[src/rtl/frac_op_if.sv]
// Sample-in / result-out stream bundle for the fractional-order operator core.
interface frac_op_if #(
  parameter int unsigned DATA_W = 16
);
  logic                     in_valid;
  logic                     in_ready;
  logic signed [DATA_W-1:0] in_data;
  logic                     mode;
  logic                     out_valid;
  logic                     out_ready;
  logic signed [DATA_W-1:0] out_data;

  modport master (
    output in_valid, in_data, mode, out_ready,
    input  in_ready, out_valid, out_data
  );

  modport slave (
    input  in_valid, in_data, mode, out_ready,
    output in_ready, out_valid, out_data
  );
endinterface

[src/rtl/frac_op_engine.sv]
// Fractional-order operator: serial MAC of a circular sample history against one of two
// runtime-loadable coefficient banks (0 = integral, 1 = derivative), saturated output.
module frac_op_engine #(
  parameter int unsigned DATA_W    = 16,
  parameter int unsigned COEF_W    = 16,
  parameter int unsigned COEF_FRAC = 14,
  parameter int unsigned DEPTH     = 32,
  parameter int unsigned ACC_W     = DATA_W + COEF_W + $clog2(DEPTH)
) (
  input  logic                       clk,
  input  logic                       rst,
  frac_op_if.slave                   s,
  input  logic                       coef_we,
  input  logic                       coef_bank,
  input  logic [$clog2(DEPTH)-1:0]   coef_addr,
  input  logic signed [COEF_W-1:0]   coef_data,
  input  logic                       hist_clr,
  output logic                       busy,
  output logic                       sat_flag
);
  localparam int unsigned AW = $clog2(DEPTH);
  localparam int unsigned PW = DATA_W + COEF_W;

  localparam logic [1:0] ST_IDLE = 2'd0;
  localparam logic [1:0] ST_MAC  = 2'd1;
  localparam logic [1:0] ST_OUT  = 2'd2;
  localparam logic [1:0] ST_HOLD = 2'd3;

  localparam logic signed [ACC_W-1:0] OUT_MAX =
    {{(ACC_W - DATA_W + 1){1'b0}}, {(DATA_W - 1){1'b1}}};
  localparam logic signed [ACC_W-1:0] OUT_MIN =
    {{(ACC_W - DATA_W + 1){1'b1}}, {(DATA_W - 1){1'b0}}};

  logic [1:0]               state;
  logic signed [DATA_W-1:0] hist  [DEPTH];
  logic signed [COEF_W-1:0] coef0 [DEPTH];
  logic signed [COEF_W-1:0] coef1 [DEPTH];
  logic [AW-1:0]            wr_ptr;
  logic [AW-1:0]            k;
  logic                     bank;
  logic signed [ACC_W-1:0]  acc;
  logic signed [DATA_W-1:0] out_data_q;
  logic                     out_valid_q;

  logic                     idle;
  logic                     accept;
  logic [AW-1:0]            rd_idx;
  logic [AW-1:0]            wr_idx;
  logic signed [COEF_W-1:0] tap_coef;
  logic signed [PW-1:0]     prod;
  logic signed [ACC_W-1:0]  shifted;
  logic                     sat_hi;
  logic                     sat_lo;

  always_comb begin
    idle     = (state == ST_IDLE);
    accept   = idle && s.in_valid;
    // Clear-with-accept writes the new sample at slot 0, since the clear wins first.
    wr_idx   = hist_clr ? '0 : wr_ptr;
    rd_idx   = wr_ptr - k;
    tap_coef = bank ? coef1[k] : coef0[k];
    prod     = tap_coef * hist[rd_idx];
    shifted  = acc >>> COEF_FRAC;
    sat_hi   = (shifted > OUT_MAX);
    sat_lo   = (shifted < OUT_MIN);
  end

  assign s.in_ready  = idle;
  assign s.out_valid = out_valid_q;
  assign s.out_data  = out_data_q;
  assign busy        = !idle;

  always_ff @(posedge clk or posedge rst) begin
    if (rst) begin
      for (int i = 0; i < DEPTH; i++) hist[i] <= '0;
    end else if (idle) begin
      if (hist_clr) begin
        for (int i = 0; i < DEPTH; i++) hist[i] <= '0;
      end
      if (accept) hist[wr_idx] <= s.in_data;
    end
  end

  always_ff @(posedge clk or posedge rst) begin
    if (rst) begin
      for (int i = 0; i < DEPTH; i++) begin
        coef0[i] <= '0;
        coef1[i] <= '0;
      end
    end else if (coef_we && idle && !accept) begin
      if (coef_bank) coef1[coef_addr] <= coef_data;
      else           coef0[coef_addr] <= coef_data;
    end
  end

  always_ff @(posedge clk or posedge rst) begin
    if (rst) begin
      state       <= ST_IDLE;
      wr_ptr      <= '0;
      k           <= '0;
      acc         <= '0;
      bank        <= 1'b0;
      out_valid_q <= 1'b0;
      out_data_q  <= '0;
      sat_flag    <= 1'b0;
    end else begin
      case (state)
        ST_IDLE: begin
          if (hist_clr) begin
            wr_ptr   <= '0;
            sat_flag <= 1'b0;
          end
          if (accept) begin
            bank  <= s.mode;
            acc   <= '0;
            k     <= '0;
            state <= ST_MAC;
          end
        end
        ST_MAC: begin
          acc <= acc + {{(ACC_W - PW){prod[PW-1]}}, prod};
          k   <= k + 1'b1;
          if (k == AW'(DEPTH - 1)) state <= ST_OUT;
        end
        ST_OUT: begin
          out_valid_q <= 1'b1;
          if (sat_hi)      out_data_q <= OUT_MAX[DATA_W-1:0];
          else if (sat_lo) out_data_q <= OUT_MIN[DATA_W-1:0];
          else             out_data_q <= shifted[DATA_W-1:0];
          if (sat_hi || sat_lo) sat_flag <= 1'b1;
          state <= ST_HOLD;
        end
        default: begin
          if (s.out_ready) begin
            out_valid_q <= 1'b0;
            wr_ptr      <= wr_ptr + 1'b1;
            state       <= ST_IDLE;
          end
        end
      endcase
    end
  end
endmodule
[src/flat_wrapper.sv]
// flat-port wrapper written by rule: the top's interface ports become plain ports
module frac_op_engine_flat 
#(
  parameter int unsigned DATA_W    = 16,
  parameter int unsigned COEF_W    = 16,
  parameter int unsigned COEF_FRAC = 14,
  parameter int unsigned DEPTH     = 32,
  parameter int unsigned ACC_W     = DATA_W + COEF_W + $clog2(DEPTH)
)
  (clk, rst, coef_we, coef_bank, coef_addr, coef_data, hist_clr, busy, sat_flag, s_in_valid, s_in_data, s_mode, s_out_ready, s_in_ready, s_out_valid, s_out_data);
  frac_op_if #(.DATA_W(DATA_W)) s_i ();
  input  logic clk;
  input  logic rst;
  input  logic coef_we;
  input  logic coef_bank;
  input  logic [$clog2(DEPTH)-1:0] coef_addr;
  input  logic signed [COEF_W-1:0] coef_data;
  input  logic hist_clr;
  output logic busy;
  output logic sat_flag;
  input wire logic [$bits(s_i.in_valid)-1:0] s_in_valid;
  input wire logic [$bits(s_i.in_data)-1:0] s_in_data;
  input wire logic [$bits(s_i.mode)-1:0] s_mode;
  input wire logic [$bits(s_i.out_ready)-1:0] s_out_ready;
  output wire logic [$bits(s_i.in_ready)-1:0] s_in_ready;
  output wire logic [$bits(s_i.out_valid)-1:0] s_out_valid;
  output wire logic [$bits(s_i.out_data)-1:0] s_out_data;
  assign s_i.in_valid = s_in_valid;
  assign s_i.in_data = s_in_data;
  assign s_i.mode = s_mode;
  assign s_i.out_ready = s_out_ready;
  assign s_in_ready = s_i.in_ready;
  assign s_out_valid = s_i.out_valid;
  assign s_out_data = s_i.out_data;
  frac_op_engine #(.DATA_W(DATA_W), .COEF_W(COEF_W), .COEF_FRAC(COEF_FRAC), .DEPTH(DEPTH), .ACC_W(ACC_W)) u_core (.clk(clk), .rst(rst), .s(s_i), .coef_we(coef_we), .coef_bank(coef_bank), .coef_addr(coef_addr), .coef_data(coef_data), .hist_clr(hist_clr), .busy(busy), .sat_flag(sat_flag));
endmodule
[config.mk]
export PLATFORM = sky130hd
export DESIGN_NAME = frac_op_engine_flat
export DESIGN_NICKNAME = d
export VERILOG_FILES = /design/src/rtl/frac_op_if.sv /design/src/rtl/frac_op_engine.sv /design/src/flat_wrapper.sv
export SDC_FILE = /design/constraint.sdc
export NUM_CORES = 2
export LEC_CHECK = 0
export BUFFER_PORTS_ARGS = -buffer_cell sky130_fd_sc_hd__clkbuf_2
export CAP_MARGIN = 10
export CORE_MARGIN = 5
export CORE_UTILIZATION = 59
export CTS_CLUSTER_DIAMETER = 150
export DETAILED_ROUTE_END_ITERATION = 6
export MAX_ROUTING_LAYER = met4
export PLACE_DENSITY = 0.71
export SKIP_CTS_REPAIR_TIMING = 1
export SYNTH_ARGS = -nofsm -noshare
export SYNTH_HDL_FRONTEND = slang
export SYNTH_SLANG_ARGS = --single-unit
[constraint.sdc]
create_clock -name clk -period 135.7 [get_ports clk]
set_input_delay 13.57 -clock clk [delete_from_list [all_inputs] [get_ports clk]]
set_output_delay 13.57 -clock clk [all_outputs]
set_load 0.01 [all_outputs]
[Word-level counts from Yosys, hierarchy flattened]
Cells that the tools add are included.
Operators by class
  $add $sub $neg: 4
  $mul: 1
  magnitude comparators: 8
  equal/unequal tests: 7
  muxes and demuxes: 38
  bitwise gates (word level): 7
  reduce and logical (&&, ||, !) cells: 24
Operator list (count)
  512-bit bitwise mux: 3
  512-bit 2-to-1 mux: 3
  16-bit binary-select mux with 5-bit select: 3
  16-bit 2-to-1 mux: 11
  16-bit demux with 5-bit select: 2
  37-bit case mux with 2 select lines: 1
  37-bit adder: 1
  37-bit 2-to-1 mux: 1
  16-bit by 16-bit multiplier with 32-bit output: 1
  6-bit >= comparator, second input constant: 4
  5-bit NOT with 6-bit output: 4
  23-bit by 16-bit greater-than comparator with 1-bit output, second input constant: 1
  23-bit by 16-bit < comparator with 1-bit output, second input constant: 1
  5-bit case mux with 2 select lines: 2
  5-bit 2-to-1 mux: 3
  6-bit by 1-bit < comparator with 1-bit output, second input constant: 2
  2-bit AND reduction: 6
  5-bit by 1-bit adder with 5-bit output, second input constant: 2
  2-bit nonzero test: 4
  2-bit 2-to-1 mux: 3
  2-bit case mux with 3 select lines: 1
  3-bit AND reduction: 2
  5-bit == test, second input constant: 1
  1-bit logical AND: 5
  other kinds (13): 22
Word-level totals
  register bits: 1604
  input port bits: 45
  output and inout port bits: 20
  logic and storage cells: 193

[Logic depth before layout (Yosys ltp)]
  depth after elaboration: 8
  mapped depth: 49

[Worst setup path before layout]
OpenSTA, ideal clock, no wires.
  path type: input -> register
  start: in s_in_valid
  end: reg u_core.coef0[176] (netlist bit)
  setup time: 0.125 ns
  data arrival time: 15.482 ns
  required time: 135.575 ns
  setup slack: 120.093 ns
  stages: 6
  buffers on the path: 2
  cells stage by stage: clkbuf_1 -> or3_1 -> nor3_1 -> nand2_1 -> clkbuf_1 -> mux2_2
On the way
  word-level cells in the longest chain between the ends: 4
Ends and longest elaborated chain
  from (decl): line flat_wrapper.sv:21  | input wire logic [$bits(s_i.in_valid)-1:0] s_in_valid;
  1-bit logical AND: line frac_op_engine.sv:57  | accept = idle && s.in_valid;
  1-bit zero test: line frac_op_engine.sv:90  | end else if (coef_we && idle && !accept) begin
  1-bit logical AND: line frac_op_engine.sv:90
  2-bit AND reduction (no source line)
  to (signal, indexed assignment): line frac_op_engine.sv:92  | else coef0[coef_addr] <= coef_data;
  to (decl): line frac_op_engine.sv:36  | logic signed [COEF_W-1:0] coef0 [DEPTH];
Every way passes these cells.
A chain may end at the register's enable or synchronous reset.

==> results.py <==
metrics = {
    "run_status": {
        "status": "complete, no violations",
    },
    "setup_path": {
        "crit_path_start_kind": "input port",
        "crit_path_start": "rst",
        "crit_path_max_fanout": 133,
        "ff2ff_path_depth": 38,
        "r2r_setup_slack_ns": 121.76,
        "rr_endpoint": "u_core.acc[36]",
        "criticalPathCategory": "input port to async pin",
        "cp.arrival_ns": 18.80,
        "crit_path_end_kind": "async pin",
        "r2r-start": "u_core.k[0]",
        "required_ns": 136.47,
    },
    "synthesis": {
        "synth.distinct_cells": 75,
        "ys.flop_type": "dfrtp_1",
        "synth_xor_xnor_area_share": 0.00680,
        "yosysTopAreaCell": "dfrtp_1",
        "synth_common_cells": "dfrtp_1 (1604), nand2_1 (1072), mux2_2 (1047)",
        "synthTopCellsByArea": "dfrtp_1 (47%), mux2_2 (14%), mux4_2 (13%), fa_1 (6.2%), nand2_1 (4.7%)",
        "synth_nets": 7288,
        "synth.most_common_cell": "dfrtp_1",
        "synthCells": 6849,
        "synth_compound_gate_area_share": 0.0544,
        "synthMuxAreaShare": 0.269,
        "seq_area_frac_synth": 0.472,
        "synth_area_sq_um": 85100,
        "ys_warn_count": 0,
        "ys_ff_latch": 1604,
        "avgSynthCellArea_sq_um": 12.4,
        "synth_edf_count": 0,
        "yosys.area_share.simple": 0.0738,
        "synthAdderAreaFrac": 0.0813,
        "async_flop_share": 1.00,
        "synth_top_family_by_area": "multiplexers",
        "synth_top_area_share": 0.472,
    },
    "detailed_routing": {
        "drc_errors": 0,
        "num_vias": 53200,
        "route.antenna.remaining_nets": 0,
        "drt_iter0_markers": 4145,
        "wire_per_inst_microns": 23.2,
        "drt-total-wl_microns": 202000,
        "via_per_inst": 6.11,
        "first_pass_iters": 6,
    },
    "power_and_ir_drop": {
        "power.switching_mw": 0.480,
        "leakage_nw": 43.3,
        "power_frac_comb": 0.297,
        "power.total_mw": 1.46,
        "switching_share": 0.329,
        "p_int_mw": 0.976,
        "p_clk_frac": 0.322,
        "p_seq_frac": 0.380,
        "ir_drop_mv": 0.0244,
        "p_per_area_nw_per_um2": 15.7,
    },
    "global_routing": {
        "antenna_found_initial": 11,
        "grt_use_total": 0.282,
        "grt_pass1_vias": 57000,
        "grt_max_degree": 204,
        "grt_overflow": 0,
        "grt_pass1_wl_microns": 327000,
    },
    "layout": {
        "fill_cells": 10700,
        "num-nets-final": 7106,
        "utilization": 0.645,
        "regArea_sq_um": 40200,
        "syn2layout_area_growth_pct": 8.82,
        "drive_above_1_share": 0.308,
        "multi_input_area_sq_um": 41500,
    },
    "sta": {
        "max_slew.worst_pin.slew_ns": 1.16,
        "finalHoldViolCount": 0,
        "max_freq_mhz": 55.4,
        "final_max_slew_viol_count": 0,
        "slew_headroom": 0.208,
        "finalSetupTns_ns": 0,
        "fin_crit_sh": 0.133,
        "min_period_ns": 18.03,
        "skew_ns": 0.0447,
        "worst_slack_ns": 117.67,
        "setup_viol": 0,
        "rsz0062_at_grt": "no",
    },
    "job": {
        "cap_violations": 0,
    },
    "cts": {
        "cts.path.max_buffers": 3,
        "htreeDepth": 4,
        "path_clk_slew_ns": 0.07,
        "insertion_delay_ns": 0.81,
        "clock_sinks": 1604,
        "cts_tree": "done",
        "cts_root_buffer": "clkbuf_16",
        "numCtsBuffers": 166,
    },
    "worst_hold_path": {
        "worstHoldStart": "u_core.acc[10]",
        "min_to": "u_core.acc[10]",
        "whs_path_depth": 2,
        "min_path_type": "flip-flop to flip-flop",
    },
    "floorplanning": {
        "io_pins": 65,
        "core_sq_um": 143000,
        "rows": 139,
        "initial_core_util": 0.593,
        "dieWidth_microns": 390,
        "die_area_sq_um": 152000,
        "dieHeight_microns": 390,
    },
    "placed_design": {
        "globalplace.congestion": 0.848,
        "hpwl_microns": 126000,
        "post-place-ws_ns": 116.67,
        "port-buffer-count": 64,
    },
}
critical path: stages:
cell,delay (ns)
clkbuf_2,0.13
inv_8,0.60
buf_4,0.77
buf_4,0.88
buf_4,0.85
buf_4,0.80
buf_4,0.83
cell usage in the layout, fill, tap and decap left out, types with 7 or more instances in the layout:
cell / synthesis / layout
dfrtp_1: 1604 / 1599
nand2_1: 1072 / 1071
mux2_2: 1047 / 1047
o21ai_0: 527 / 527
mux4_2: 482 / 482
inv_1: 342 / 341
fa_1: 265 / 264
nor2_1: 241 / 210
clkbuf_16: 0 / 170
ha_1: 129 / 128
buf_4: 19 / 127
a21oi_1: 66 / 66
clkbuf_2: 0 / 64
nand2b_1: 57 / 57
a22o_1: 51 / 51
clkbuf_8: 0 / 48
nor2b_1: 45 / 45
xnor2_1: 47 / 44
clkbuf_1: 435 / 37
nor2_2: 1 / 27
clkinv_2: 0 / 26
a21o_1: 25 / 25
nand3_1: 23 / 23
mux2i_1: 26 / 21
nor3_1: 20 / 20
xor2_1: 19 / 19
or2_2: 18 / 18
o21a_1: 17 / 17
o21bai_1: 17 / 17
o22ai_1: 15 / 15
o21ai_2: 12 / 13
and2_1: 11 / 11
buf_12: 0 / 11
bufinv_16: 0 / 9
diode_2: 0 / 8
nor3b_1: 8 / 8
nand4_1: 8 / 8
o21ai_1: 8 / 7
a31oi_1: 7 / 7
o31ai_1: 7 / 7
cells by family after synthesis:
family	count (synthesis)
multiplexers	1555
flip-flops	1604
adder cells (fa/ha/maj)	394
AO/OA/AOI/OAI	800
buffers and inverters	898
XOR/XNOR	66
AND/OR/NAND/NOR	1532
flip-flops by register name, summed over array words and instances, names as in the netlist:
register,cells
u_core.acc,37
u_core.coef1,512
u_core.k,5
u_core.bank,1
u_core.s.out_data,16
u_core.sat_flag,1
u_core.state,2
u_core.coef0,512
u_core.hist,512
u_core.s.out_valid,1
u_core.wr_ptr,5
metal layers:
layer  GRT usage  part of all wire  up-vias
met5           -                 0        -
li1            -                 -    23400
met4      0.0872             0.030        0
met3      0.0409             0.055      310
met2       0.448              0.49     1466
met1       0.385              0.43    28000
how the worst max path moves through the flow:
stage / end / slack (ns)
floorplan: u_core.acc[0] / 76.87
global placement: u_core.acc[3] / 116.80
detailed placement: u_core.acc[12] / 116.67
CTS: u_core.acc[1] / 117.52
global route: u_core.acc[1] / 116.78
finish: u_core.acc[0] / 117.67
power by group through the flow:
| stage | sequential [mW] | clock [mW] | combinational [mW] |
|---|---|---|---|
| 2_1_floorplan | 0.552 | 0 | 0.329 |
| 3_3_place_gp | 0.559 | 0 | 0.429 |
| 3_5_place_dp | 0.562 | 0 | 0.435 |
| 4_1_cts | 0.553 | 0.477 | 0.436 |
| 5_1_grt | 0.559 | 0.497 | 0.468 |
| 6_report | 0.554 | 0.469 | 0.433 |
final cells by class:
class / count / share of cell area
repair buffers: 204 / 0.0166
flip-flops and latches: 1604 / 0.434
multi-input cells: 4347 / 0.448
clock inverters: 50 / 0.00666
well taps: 1903 / 0.0257
diodes: 8 / 0.000216
clock buffers: 255 / 0.0546
inverters: 344 / 0.0141
stage by stage:
| step | instances | hold WS, ns | area [sq um] |
|---|---|---|---|
| after floorplan | 6849 | 0.453 | 85100 |
| after global placement | 8397 | 0.467 | 86800 |
| after detailed placement | 8397 | 0.477 | 86800 |
| after CTS | 8702 | 0.490 | 92500 |
| after global routing | 8713 | 0.504 | 92600 |
| final | 8715 | 0.489 | 92600 |
No activity file was read; power rests on OpenSTA's default activity.
